<file path="config.mk">
export PLATFORM = sky130hd
export DESIGN_NAME = projection_issuer
export DESIGN_NICKNAME = d
export VERILOG_FILES = /design/src/rtl/projection_issuer_pkg.sv /design/src/rtl/projection_issuer_prefetch_fifo2.sv /design/src/rtl/projection_issuer.sv
export SDC_FILE = /design/constraint.sdc
export NUM_CORES = 1
export LEC_CHECK = 0
export ABC_AREA = 0
export BUFFER_PORTS_ARGS = -buffer_cell sky130_fd_sc_hd__buf_2
export CORE_MARGIN = 4
export CORE_UTILIZATION = 54
export CTS_CLUSTER_DIAMETER = 100
export CTS_CLUSTER_SIZE = 30
export DETAILED_ROUTE_END_ITERATION = 12
export PLACE_DENSITY = 0.8
export SYNTH_ARGS = -nofsm -noshare
export SYNTH_HDL_FRONTEND = slang
export SYNTH_HIERARCHICAL = 1
export SYNTH_SLANG_ARGS = --single-unit
export TNS_END_PERCENT = 100
</file>
<file path="constraint.sdc">
create_clock -name clk -period 4 [get_ports clk]
set_clock_uncertainty 0.15 [all_clocks]
set_input_delay 0.2 -clock clk [delete_from_list [all_inputs] [get_ports clk]]
set_output_delay 0.2 -clock clk [all_outputs]
set_load 0.1 [all_outputs]
</file>
<file path="src/rtl/projection_issuer_pkg.sv">
// Shared types and width helpers for the check-node projection issuer.
// The tag carries the check index in its low bits and the frame id above it.
package projection_issuer_pkg;

  typedef enum logic [1:0] {
    IDLE,
    RUN,
    DRAIN,
    DONE
  } issuerState_t;

  function automatic int unsigned clog2(input int unsigned value);
    int unsigned result;
    int unsigned rest;
    result = 0;
    rest = (value > 0) ? value - 1 : 0;
    while (rest > 0) begin
      result++;
      rest = rest >> 1;
    end
    return result;
  endfunction

  function automatic int unsigned frameWidth(input int unsigned tagWidth, input int unsigned indexWidth);
    return tagWidth - indexWidth;
  endfunction

endpackage

</file>
<file path="src/rtl/projection_issuer_prefetch_fifo2.sv">
// Two-entry prefetch FIFO holding read vectors with their check index.
// Entry 0 is always the head; a pop shifts entry 1 down.
module prefetch_fifo2 #(
  parameter int DATA_WIDTH  = 8,
  parameter int INDEX_WIDTH = 10
) (
  input  logic                   clk,
  input  logic                   reset,
  input  logic                   push,
  input  logic [DATA_WIDTH-1:0]  pushData,
  input  logic [INDEX_WIDTH-1:0] pushIndex,
  input  logic                   pop,
  output logic                   headValid,
  output logic [DATA_WIDTH-1:0]  headData,
  output logic [INDEX_WIDTH-1:0] headIndex,
  output logic [1:0]             occupancy
);

  logic [DATA_WIDTH-1:0]  data1;
  logic [INDEX_WIDTH-1:0] index1;
  logic [1:0]             count;
  logic                   doPop;
  logic                   doPush;

  assign doPop     = pop && (count != 2'd0);
  assign doPush    = push && ((count != 2'd2) || doPop);
  assign headValid = (count != 2'd0);
  assign occupancy = count;

  always_ff @(posedge clk or negedge reset) begin
    if (!reset) begin
      headData  <= '0;
      headIndex <= '0;
      data1     <= '0;
      index1    <= '0;
      count     <= '0;
    end else begin
      if (doPop) begin
        headData  <= data1;
        headIndex <= index1;
      end
      // Later assignment wins: a push into a head that is empty or leaving overrides the shift.
      if (doPush) begin
        if ((count == 2'd0) || ((count == 2'd1) && doPop)) begin
          headData  <= pushData;
          headIndex <= pushIndex;
        end else begin
          data1  <= pushData;
          index1 <= pushIndex;
        end
      end
      count <= count + 2'(doPush) - 2'(doPop);
    end
  end

endmodule

</file>
<file path="src/rtl/projection_issuer.sv">
// Frame driver for the projection pipeline: fetches vectors, issues them tagged,
// writes returning results back by index and signals frame completion.
module projection_issuer
  import projection_issuer_pkg::*;
#(
  parameter int TAG_WIDTH       = 32,
  parameter int BLOCKLENGTH     = 1,
  parameter int DATA_WIDTH      = 8,
  parameter int ADDR_WIDTH      = 10,
  parameter int MAX_OUTSTANDING = 16
) (
  input  logic                              clk,
  input  logic                              reset,
  input  logic                              start,
  input  logic [ADDR_WIDTH-1:0]             num_checks,
  output logic                              idle,
  output logic                              done,
  output logic                              tag_error,
  output logic                              rd_en,
  output logic [ADDR_WIDTH-1:0]             rd_addr,
  input  logic [DATA_WIDTH*BLOCKLENGTH-1:0] rd_data,
  output logic                              pipe_valid,
  output logic [TAG_WIDTH-1:0]              pipe_tag,
  output logic [DATA_WIDTH*BLOCKLENGTH-1:0] pipe_data,
  input  logic                              pipe_ready,
  input  logic                              pipe_busy,
  input  logic                              res_valid,
  input  logic [TAG_WIDTH-1:0]              res_tag,
  input  logic [DATA_WIDTH*BLOCKLENGTH-1:0] res_data,
  output logic                              res_ready,
  output logic                              wr_en,
  output logic [ADDR_WIDTH-1:0]             wr_addr,
  output logic [DATA_WIDTH*BLOCKLENGTH-1:0] wr_data
);

  localparam int unsigned FRAME_WIDTH  = frameWidth(TAG_WIDTH, ADDR_WIDTH);
  localparam int unsigned VEC_WIDTH    = DATA_WIDTH * BLOCKLENGTH;
  localparam int unsigned CREDIT_WIDTH = clog2(MAX_OUTSTANDING + 1);

  issuerState_t            state;
  logic [ADDR_WIDTH-1:0]   numChecks;
  logic [ADDR_WIDTH-1:0]   fetchIdx;
  logic [ADDR_WIDTH-1:0]   readIndex;
  logic [FRAME_WIDTH-1:0]  frameId;
  logic [CREDIT_WIDTH-1:0] credits;
  logic                    readPending;
  logic [1:0]              fifoCount;
  logic [1:0]              fifoLoad;
  logic [ADDR_WIDTH-1:0]   headIndex;
  logic                    headValid;
  logic                    issue;
  logic                    resAccept;
  logic                    frameMatch;
  logic                    fetchDone;
  logic                    drainDone;

  prefetch_fifo2 #(
    .DATA_WIDTH (VEC_WIDTH),
    .INDEX_WIDTH(ADDR_WIDTH)
  ) prefetch (
    .clk      (clk),
    .reset    (reset),
    .push     (readPending),
    .pushData (rd_data),
    .pushIndex(readIndex),
    .pop      (issue),
    .headValid(headValid),
    .headData (pipe_data),
    .headIndex(headIndex),
    .occupancy(fifoCount)
  );

  // Counting the slot freed by this cycle's issue keeps one issue per cycle sustained.
  assign issue      = headValid && pipe_ready;
  assign fifoLoad   = fifoCount + 2'(readPending) - 2'(issue);
  assign rd_en      = (state == RUN) && (fetchIdx < numChecks)
                      && (credits < CREDIT_WIDTH'(MAX_OUTSTANDING)) && (fifoLoad < 2'd2);
  assign rd_addr    = fetchIdx;
  assign pipe_valid = headValid;
  assign pipe_tag   = {frameId, headIndex};
  assign res_ready  = (state == RUN) || (state == DRAIN);
  assign resAccept  = res_valid && res_ready;
  assign frameMatch = (res_tag[TAG_WIDTH-1:ADDR_WIDTH] == frameId);
  assign fetchDone  = (fetchIdx == numChecks) && !readPending && !headValid;
  assign drainDone  = (credits == '0) && !pipe_busy;

  always_ff @(posedge clk or negedge reset) begin
    if (!reset) begin
      state       <= IDLE;
      idle        <= 1'b1;
      done        <= 1'b0;
      tag_error   <= 1'b0;
      numChecks   <= '0;
      fetchIdx    <= '0;
      readIndex   <= '0;
      frameId     <= '0;
      credits     <= '0;
      readPending <= 1'b0;
      wr_en       <= 1'b0;
      wr_addr     <= '0;
      wr_data     <= '0;
    end else begin
      done        <= 1'b0;
      wr_en       <= 1'b0;
      readPending <= rd_en;
      if (rd_en) begin
        readIndex <= fetchIdx;
        fetchIdx  <= fetchIdx + 1'b1;
      end
      credits <= credits + CREDIT_WIDTH'(rd_en) - CREDIT_WIDTH'(resAccept);
      if (resAccept) begin
        if (frameMatch) begin
          wr_en   <= 1'b1;
          wr_addr <= res_tag[ADDR_WIDTH-1:0];
          wr_data <= res_data;
        end else begin
          tag_error <= 1'b1;
        end
      end
      case (state)
        IDLE: begin
          if (start) begin
            state     <= RUN;
            idle      <= 1'b0;
            numChecks <= num_checks;
            fetchIdx  <= '0;
            frameId   <= frameId + 1'b1;
            tag_error <= 1'b0;
          end
        end
        RUN: begin
          if (fetchDone) state <= DRAIN;
        end
        DRAIN: begin
          if (drainDone) begin
            state <= DONE;
            done  <= 1'b1;
          end
        end
        DONE: begin
          state <= IDLE;
          idle  <= 1'b1;
        end
        default: state <= IDLE;
      endcase
    end
  end

endmodule

</file>
# Word-level counts from Yosys, hierarchy flattened
# Cells that the tools add are included.
word_totals:
  reg_bits: 120
  out_inout_bits: 75
  word_cells: 90
op_classes:
  add_sub_neg: 8
  magnitude_cmp: 3
  eq_ne: 10
  n_mux: 23
  n_bitwise: 1
  n_reduce_logical: 27
ops:
  columns: ["operator", "count"]
  rows:
  - ["10-bit two-way mux", 6]
  - ["8-bit two-way mux", 3]
  - ["22-bit by 1-bit adder with 22-bit output (second input constant)", 1]
  - ["22-bit == test", 1]
  - ["1-bit logical AND", 11]
  - ["10-bit by 1-bit adder with 10-bit output (second input constant)", 1]
  - ["10-bit == test", 1]
  - ["10-bit < comparator", 1]
  - ["1-bit two-way mux", 9]
  - ["2-bit inequality test (second input constant)", 4]
  - ["2-bit one-hot mux with 4 select lines", 1]
  - ["2-bit AND reduction", 4]
  - ["2-bit two-way mux", 3]
  - ["5-bit by 1-bit adder with 5-bit output", 1]
  - ["5-bit logical NOT", 1]
  - ["5-bit < comparator (second input constant)", 1]
  - ["5-bit by 1-bit subtractor with 5-bit output", 1]
  - ["2-bit by 1-bit adder with 2-bit output", 2]
  - ["2-bit by 1-bit == test with 1-bit output (second input constant)", 2]
  - ["2-bit == test (second input constant)", 2]
  - ["2-bit logical NOT", 2]
  - ["2-bit nonzero test", 2]
  - ["2-bit by 1-bit subtractor with 2-bit output", 2]
  - ["1-bit logical NOT", 3]
  - ["5 further kinds", 7]

# Depth between registers and ports, before layout
# Gate-level depths: netlist (run 1).
depth:
  depth_word: 8
  mapped_depth: 16
  mapped_depth_nobuf: 15

# Hierarchy
# The synthesis (run 1) kept the hierarchy.
by_module_without_submodules:
  columns: ["mod", "n_inst", "cells_per_inst", "area_each_um2", "seq_area_each_um2"]
  rows:
  - ["projection_issuer", 1, 374, 4100.2, 2053.2]
  - ["prefetch_fifo2", 1, 110, 1744.2, 950.9]

# Least setup slack after synthesis (run 1)
# Ideal clock, no wire load.
synth_path:
  kind: "reg-to-reg"
  start: "reg prefetch.count[1] (netlist: prefetch/occupancy[1])"
  end: "reg credits[4]"
  setup_time_ns: 0.123
  t_arrival_ns: 4.170
  path_slack_ns: -0.443
  stages_incl_launch_ff: 17
  path_buffers: 1
  period_less_slack_ns: 4.443
  path_cell_list: "dfrtp_1 -> nor2_1 -> inv_1 -> and2_1 -> ha_1 -> nor2b_1 -> xnor2_1 -> nor4_2 -> nand2_1 -> clkbuf_1 -> inv_1 -> ha_1 -> fa_1 -> a21oi_1 -> nor2_1 -> nor2_1 -> xnor2_1"
synth_via:
  elab_chain_len: 7
  word_cells_on_any_way: 8
synth_rtl:
  columns: ["item", "line", "source"]
  rows:
  - ["from (decl)", "projection_issuer_prefetch_fifo2.sv:21", "logic [1:0] count;"]
  - ["from (signal assigned)", "projection_issuer_prefetch_fifo2.sv:52", "count <= count + 2'(doPush) - 2'(doPop);"]
  - ["2-bit nonzero test", "projection_issuer_prefetch_fifo2.sv:27", "assign headValid = (count != 2'd0);"]
  - ["via pipe_valid", "projection_issuer.sv:22", "output logic pipe_valid,"]
  - ["1-bit logical AND", "projection_issuer.sv:74", "assign issue = headValid && pipe_ready;"]
  - ["via issue", "projection_issuer.sv:51", "logic issue;"]
  - ["2-bit by 1-bit subtractor with 2-bit output", "projection_issuer.sv:75", "assign fifoLoad = fifoCount + 2'(readPending) - 2'(issue);"]
  - ["2-bit < comparator", "projection_issuer.sv:77", "&& (credits < CREDIT_WIDTH'(MAX_OUTSTANDING)) && (fifoLoad < 2'd2);"]
  - ["1-bit logical AND", "projection_issuer.sv:77", null]
  - ["via rd_en", "projection_issuer.sv:19", "output logic rd_en,"]
  - ["5-bit by 1-bit adder with 5-bit output", "projection_issuer.sv:110", "credits <= credits + CREDIT_WIDTH'(rd_en) - CREDIT_WIDTH'(resAccept);"]
  - ["5-bit by 1-bit subtractor with 5-bit output", "projection_issuer.sv:110", null]
  - ["to (signal assigned)", "projection_issuer.sv:110", null]
  - ["to (decl)", "projection_issuer.sv:45", "logic [CREDIT_WIDTH-1:0] credits;"]
# The timed path passes the listed nets, and every way through them passes these cells.
# A chain may end at the register's enable or synchronous reset.

# Worst setup path after layout (run 1)
layout_path:
  start: "reg prefetch.count[1] (netlist: prefetch/occupancy[1])"
  end: "out rd_en"
layout_via:
  elab_chain_len: 5
  word_cells_on_any_way: 6
layout_rtl:
  columns: ["item", "line"]
  rows:
  - ["2-bit nonzero test", "projection_issuer_prefetch_fifo2.sv:27"]
  - ["1-bit logical AND", "projection_issuer.sv:74"]
  - ["via issue", "projection_issuer.sv:51"]
  - ["2-bit by 1-bit subtractor with 2-bit output", "projection_issuer.sv:75"]
  - ["2-bit < comparator", "projection_issuer.sv:77"]
  - ["1-bit logical AND", "projection_issuer.sv:77"]
  - ["to (decl)", "projection_issuer.sv:19"]
# The timed path passes the listed nets, and every way through them passes these cells.

==> flow_summary_export.csv, run 1 <==
group,metric,value,unit
outcome,outcome,"finished clean",
detailed_routing,first_pass_iters,4,
final_layout,area_growth,31.4,%
setup_path,crit_arrival,2.99,ns
power,vdd_ir_drop_max,924,uV
final_layout,fin_nets,762,
power,p_leak,3.93,nW
power,p_per_area,710,mW/mm^2
final_layout,layout_common_cells,"137 x buf_2, 117 x dfrtp_1, 72 x mux2_2",
min_path,hold_start,"res_tag[20]",
final_layout,final_cells,821,
timing,setup_violations,0,
clock_network,cts-root-buf,"clkbuf_8",
min_path,hold_class,"in2reg",
detailed_routing,antenna_left,0,
logic_synthesis,synth_edf_count,0,
global_route,grt_pass1_wl,22.1,mm
final_layout,drive_above_1_share,40.4,%
timing,drv_slew,0,
setup_path,reg2reg_from,"prefetch/occupancy[1]$_DFF_PN0_",
floorplan,coreArea,0.0104,mm^2
logic_synthesis,syn_area,0.00584,mm^2
global_route,grt_antenna_before_repair,0,
clock_network,clock-sinks,120,
timing,fin_crit,3.34,ns
logic_synthesis,syn-num-nets,573,
placed_design,io_buffer_count,138,
setup_path,rrSetupSlack,0.94,ns
detailed_routing,avgRoutedWirePerCell,16.3,um
min_path,holdPathEnd,"wr_en$_DFF_PN0_",
timing,fmax,0.300,GHz
placed_design,gp_congestion,0.852,
setup_path,r2r-end,"credits[4]$_DFF_PN0_",
timing,grt_setup_unrepaired,"no",
clock_network,clkTransAtPathRegs,0.06,ns
clock_network,cts_tree,"yes",
min_path,hold_depth,5,
timing,worst-slew-pin-transition,1.08,ns
timing,finalHoldViolCount,0,
setup_path,r2r_cells,15,
detailed_routing,drt_iter0_markers,213,
floorplan,die_height,112,um
floorplan,die_w,112,um
setup_path,cp.required,3.65,ns
placed_design,dp_hpwl,9.19,mm
clock_network,h-tree-depth,4,
clock_network,post_cts_buffers,0,
logic_synthesis,synthFlopType,"dfrtp_1",
logic_synthesis,ys_seq_area_share,51.4,%
detailed_routing,routed_wirelength,13.4,mm
floorplan,die_area,0.0126,mm^2
clock_network,cts_buffers,17,
floorplan,initial_utilization,56.1,%
final_layout,fillers,738,
logic_synthesis,ys_types,53,
timing,fin_tns_setup,0,ns
global_route,overflow,0,
clock_network,clk_latency,0.51,ns
placed_design,dp_cells,750,
flow_run,cap_violations,0,
logic_synthesis,synthArstFlopShare,100,%
logic_synthesis,synth_warnings,6,
global_route,grt_pass1_vias,4585,
final_layout,layout_commonest_cell,"buf_2",
setup_path,startpoint_type,"register",
setup_path,crit_path_max_fanout,7,
setup_path,endpoint_kind,"primary output",
timing,slew_headroom,27.7,%
clock_network,clock_path_buffers,2,
setup_path,cp-startpoint,"prefetch/occupancy[1]$_DFF_PN0_",
floorplan,boundaryPins,139,
detailed_routing,via_per_inst,5.33,
detailed_routing,drc,0,
floorplan,rows,37,
global_route,grt_max_degree,57,
logic_synthesis,ys_ff_latch,120,
global_route,grt.total_usage,22.0,%
setup_path,critical_path_class,"reg2out",
timing,period_share,83.5,%
final_layout,n_antenna_cell,0,
logic_synthesis,synth_cells,484,
logic_synthesis,avgSynthCellArea,12.1,um^2
detailed_routing,via_count,4377,
metal layers:
metal / up-vias / global-route usage, % / wire, um
li1: 2069 / - / -
met3: 27 / 5.98 / 565
met4: 0 / 8.25 / 310
met1: 2161 / 26.3 / 5550
met5: - / 0 / 0
met2: 120 / 38.3 / 6970
sequential cells by signal (all words and copies together), names as in the netlist, 10 cells and up:
register / count
readIndex: 10
prefetch/headIndex: 10
wr_addr: 10
numChecks: 10
prefetch/index1: 10
rd_addr: 10
frameId: 22
per-stage QoR:
step	setup WS, ns	hold WS [ns]	power (mW)	cell area (um^2)	utilization [%]
2_1_floorplan	-0.0118	-0.246	3.60	5920	-
3_3_place_gp	1.07	0.140	3.94	6720	64.5
3_5_place_dp	0.972	0.154	4.03	6720	64.5
4_1_cts	0.610	0.00238	5.51	7680	73.7
5_1_grt	0.488	0.0198	5.76	7680	73.7
6_report	0.661	0.0246	5.46	7680	73.7
cells in the mapped netlist, types with 3 or more instances:
| library cell | number | area (um^2) |
|---|---|---|
| a21oi_1 | 16 | 80.1 |
| and2_1 | 3 | 18.8 |
| and3_1 | 5 | 31.3 |
| buf_4 | 3 | 22.5 |
| clkbuf_1 | 5 | 18.8 |
| dfrtp_1 | 119 | 2980 |
| ha_1 | 24 | 300 |
| inv_1 | 27 | 101 |
| mux2_2 | 72 | 811 |
| mux2_4 | 10 | 150 |
| nand2_1 | 39 | 146 |
| nand3_1 | 15 | 75.1 |
| nand4_1 | 10 | 62.6 |
| nor2_1 | 18 | 67.6 |
| nor4_1 | 5 | 31.3 |
| o21ai_0 | 17 | 85.1 |
| o31ai_1 | 4 | 30.0 |
| or4_1 | 3 | 22.5 |
| xnor2_1 | 37 | 324 |
| xor2_1 | 13 | 114 |
worst max-delay path by stage:
stage / endpoint / depth (start not counted)
final: rd_en / 10
after detailed placement: credits[4]$_DFF_PN0_ / 15
after global routing: rd_en / 10
after floorplan: credits[4]$_DFF_PN0_ / 16
after global placement: credits[4]$_DFF_PN0_ / 15
after CTS: rd_en / 10
what timing repair did:
item	CTS	global route
hold buffers	40	0
gates resized for setup	0	0
endpoints found under the hold margin	102	0
worst max-delay path: stages (launching register included):
cell and delay [ns]:
dfrtp_2 0.47, nor2_4 0.16, clkinvlp_4 0.11, and2_4 0.17, ha_4 0.22, nor2b_2 0.15, xnor2_2 0.12, nor4_4 0.30
nand2_1 0.18, clkinvlp_4 0.16, buf_2 0.44
cells by family after synthesis:
logic type,Yosys count,synth area share [%]
flip-flops,120,51.4
AND/OR/NAND/NOR,115,10.1
multiplexers,84,16.8
XOR/XNOR,51,7.77
AO/OA/AOI/OAI,50,5.18
buffers and inverters,39,3.25
adder cells (fa/ha/maj),25,5.48
report_power, final:
part	leakage, nW	switching [mW]	total, mW	internal (mW)
Combinational	2.07	1.57	2.33	0.757
Clock	0.269	0.513	1.41	0.898
Sequential	1.59	0.209	1.71	1.51
area by class of cell:
class	count	area (um^2)	area share (%)
Clock buffer	24	490	6.39
Clock inverter	7	67.6	0.880
Inverter	27	109	1.42
Multi-Input combinational cell	325	2710	35.3
Sequential cell	120	3010	39.1
Tap cell	136	170	2.22
Timing Repair Buffer	182	1120	14.6
No activity file was read; power rests on OpenSTA's default activity.
==> run 2: changes to the inputs <==
- ABC_AREA: 0 -> 1
- CORE_UTILIZATION: 54 -> 49
- PLACE_DENSITY: 0.8 -> 0.76
- clock period: 4 -> 2.7 ns (I/O delays scaled with it)
==> run 2 against run 1 <==
  * Count of clock-buffer cells in the layout shrank 6
  * Global-route usage shrank 0.58 points
  * Sequential cell count is the same
  * Area after synthesis grew 7.3%
  * Combinational power grew 75%
  * Clock power grew 73%
  * Non-clock buffer count grew 11
  * Largest power group unchanged
  * Register-to-register slack lost 0.79 ns
==> flow_summary_export.csv, run 2 <==
group,metric,value,unit
logic_synthesis,synth_fa_ha_area_share,5.11,%
global_route,overflow,0,
global_route,grt_pass1_vias,5258,
logic_synthesis,synthSimpleGateAreaFrac,31.2,%
setup_path,crit_path_max_fanout,6,
placed_design,dp_hpwl,10.2,mm
detailed_routing,routed_wirelength,15.4,mm
setup_path,reg2reg_from,"rd_addr[5]$_DFF_PN0_",
final_layout,largest-register,"frameId",
detailed_routing,drc,0,
setup_path,crit_arrival,2.73,ns
logic_synthesis,ys_seq_area_share,47.9,%
timing,period_share,94.3,%
global_route,grt_pass1_wl,25.1,mm
final_layout,fillers,1033,
logic_synthesis,synthArstFlopShare,100,%
floorplan,boundaryPins,139,
final_layout,layout_common_cells,"331 x nand2_1, 136 x buf_2, 107 x dfrtp_1",
power,vdd_ir_drop_max,997,uV
setup_path,startpoint_type,"register",
clock_network,clk_latency,0.41,ns
timing,slew_headroom,56.0,%
logic_synthesis,ys_types,33,
placed_design,io_buffer_count,138,
logic_synthesis,ys_ff_latch,120,
setup_path,crit_chain,"ha_4, nand2_1, nor2_1, nand2_1, nor2_1, nor2_2, nand2_2, nor2_4, ha_4, fa_2, a21oi_2, nor2_1, nor2_1, xor2_1",
power,p_leak,4.75,nW
logic_synthesis,synthFlopType,"dfrtp_1",
setup_path,cpMostUsedCell,"nor2_1",
setup_path,critical_path_class,"reg2reg",
final_layout,multi_input_area,0.00289,mm^2
logic_synthesis,synth_warnings,6,
final_layout,area_growth,34.1,%
final_layout,largest_register_ffs,22,
logic_synthesis,synth_commonest_cells,"334 x nand2_1, 119 x dfrtp_1, 86 x inv_1",
flow_run,cap_violations,0,
logic_synthesis,syn-num-nets,887,
floorplan,die_area,0.0147,mm^2
final_layout,drive_above_1_share,25.4,%
setup_path,endpoint_kind,"register",
logic_synthesis,synth_top_area_cell,"dfrtp_1",
placed_design,place_ws,0.0921,ns
timing,drv_slew,0,
timing,layout_setup_ws,0.153,ns
placed_design,gp_congestion,0.843,
global_route,grt.total_usage,21.5,%
outcome,outcome,"finished clean",
min_path,holdPathEnd,"tag_error$_DFF_PN0_",
logic_synthesis,synth_cells,798,
global_route,grt_antenna_before_repair,0,
logic_synthesis,synth_top_area_share,47.5,%
detailed_routing,via_per_inst,4.71,
detailed_routing,first_pass_iters,5,
timing,setup_violations,0,
final_layout,seqCellArea,0.00303,mm^2
min_path,hold_class,"in2reg",
logic_synthesis,synth_top_family_by_area,"simple AND/OR/NAND/NOR gates",
clock_network,h-tree-depth,4,
floorplan,die_w,121,um
clock_network,clock_path_buffers,2,
detailed_routing,drt_iter0_markers,376,
setup_path,slowest_stage,"dfrtp_4",
floorplan,rows,41,
clock_network,cts_tree,"yes",
floorplan,die_height,121,um
timing,fin_crit,2.55,ns
logic_synthesis,synth-compound-area-share,2.93,%
setup_path,critPathMaxStageDelay,0.51,ns
logic_synthesis,synth.most_common_cell,"nand2_1",
setup_path,rrSetupSlack,0.15,ns
power,p_per_area,1090,mW/mm^2
setup_path,r2r-end,"credits[4]$_DFF_PN0_",
final_layout,n_antenna_cell,0,
clock_network,cts_buffers,17,
clock_network,cts-root-buf,"clkbuf_16",
final_layout,fin_util,66.9,%
min_path,hold_depth,5,
logic_synthesis,syn_area,0.00627,mm^2
logic_synthesis,synth.area.top_cells,"dfrtp_1 47%, nand2_1 20%, inv_1 5.1%, ha_1 4.8%, nor2_1 3.8%",
setup_path,cp.required,2.89,ns
setup_path,r2r_cells,14,
logic_synthesis,synth_edf_count,0,
logic_synthesis,avgSynthCellArea,7.86,um^2
timing,worst-slew-pin-transition,0.661,ns
detailed_routing,avgRoutedWirePerCell,13.1,um
logic_synthesis,synthMuxAreaShare,0,%
detailed_routing,via_count,5554,
floorplan,initial_utilization,49.9,%
final_layout,layout_commonest_cell,"nand2_1",
final_layout,fin_nets,1083,
min_path,hold_start,"res_valid",
global_route,grt_max_degree,53,
clock_network,clock-sinks,120,
clock_network,clkTransAtPathRegs,0.06,ns
timing,finalHoldViolCount,0,
floorplan,coreArea,0.0126,mm^2
detailed_routing,antenna_left,0,
timing,fmax,0.393,GHz
logic_synthesis,synth-xor-area-share,4.75,%
-- run 2: changes by cell type in the layout (fill, tap and decap cells not counted), moves of 10 or more --
cell,before,now
nand3_1,15,32
nand2_1,39,331
mux2_2,72,0
xnor2_1,36,9
mux2_4,10,0
inv_2,0,18
xor2_1,13,25
inv_1,25,84
nor2_1,17,61
dfrtp_1,117,107
buf_4,5,15
-- run 2: logic make-up (layout without fill, tap and decap cells) --
family / count (synthesis) / after routing
buffers and inverters: 120 / 329
AOI/OAI and AO/OA: 35 / 35
xor gates and xnor gates: 34 / 34
and+or+nand+nor: 464 / 464
adders and majority gates: 25 / 25
DFF: 120 / 120
-- run 2: how the worst max path moves through the flow --
stage,cells after the start,startpoint,end
floorplan,19,prefetch/occupancy[1]$_DFF_PN0_,credits[4]$_DFF_PN0_
global placement,14,rd_addr[9]$_DFF_PN0_,credits[4]$_DFF_PN0_
detailed placement,17,prefetch/occupancy[0]$_DFF_PN0_,credits[4]$_DFF_PN0_
CTS,10,rd_addr[5]$_DFF_PN0_,rd_en
global route,17,prefetch/occupancy[0]$_DFF_PN0_,credits[4]$_DFF_PN0_
finish,14,rd_addr[5]$_DFF_PN0_,credits[4]$_DFF_PN0_
-- run 2: metal layers --
layer | global-route usage [%] | wire length (um) | share of wire [%]
met5 | 0 | 0 | 0
met2 | 33.9 | 7380 | 48
met1 | 29.2 | 7000 | 45
met4 | 8.05 | 304 | 2.0
met3 | 4.57 | 740 | 4.8
-- run 2: through the flow --
stage | std cells | setup TNS (ns) | hold WS, ns | total power, mW | instance area, um^2
after CTS | 1177 | 0 | 0.00161 | 9.12 | 8330
after detailed placement | 1106 | 0 | 0.0631 | 6.62 | 7300
after floorplan | 798 | -0.165 | -0.311 | 5.85 | 6400
final | 1179 | 0 | 0.0137 | 9.17 | 8410
after global routing | 1179 | -0.00814 | 0.0210 | 9.73 | 8410
after global placement | 1106 | 0 | 0.0555 | 6.53 | 7300
-- run 2: layout make-up --
class / instances / area share (%)
sequential: 120 / 36.0
multi-input combinational: 558 / 34.3
timing repair buffer: 193 / 14.8
clock buffer: 18 / 5.22
inverter: 104 / 4.70
tap: 172 / 2.56
clock inverter: 14 / 2.37
-- run 2: where the power goes --
group          leakage [nW]  internal [mW]  switching, mW
logic                  2.92           1.07           3.00
clock network         0.299           1.57          0.862
registers              1.53           2.31          0.357
total                  4.75           4.95           4.22
-- run 2: worst max-delay path, delay by kind of cell, from the launching register on --
family,cells,cell delay (ns)
adder cells (fa/ha/maj),3,0.79
AND/OR/NAND/NOR,9,0.75
flip-flops,1,0.51
AO/OA/AOI/OAI,1,0.14
XOR/XNOR,1,0.14
-- run 2: repair_timing --
action	in CTS	in global routing
pin swaps	0	8
hold endpoints to repair	93	0
buffers inserted	0	2
hold buffers	39	0
setup endpoints to repair	1	2
gates resized for setup	1	11
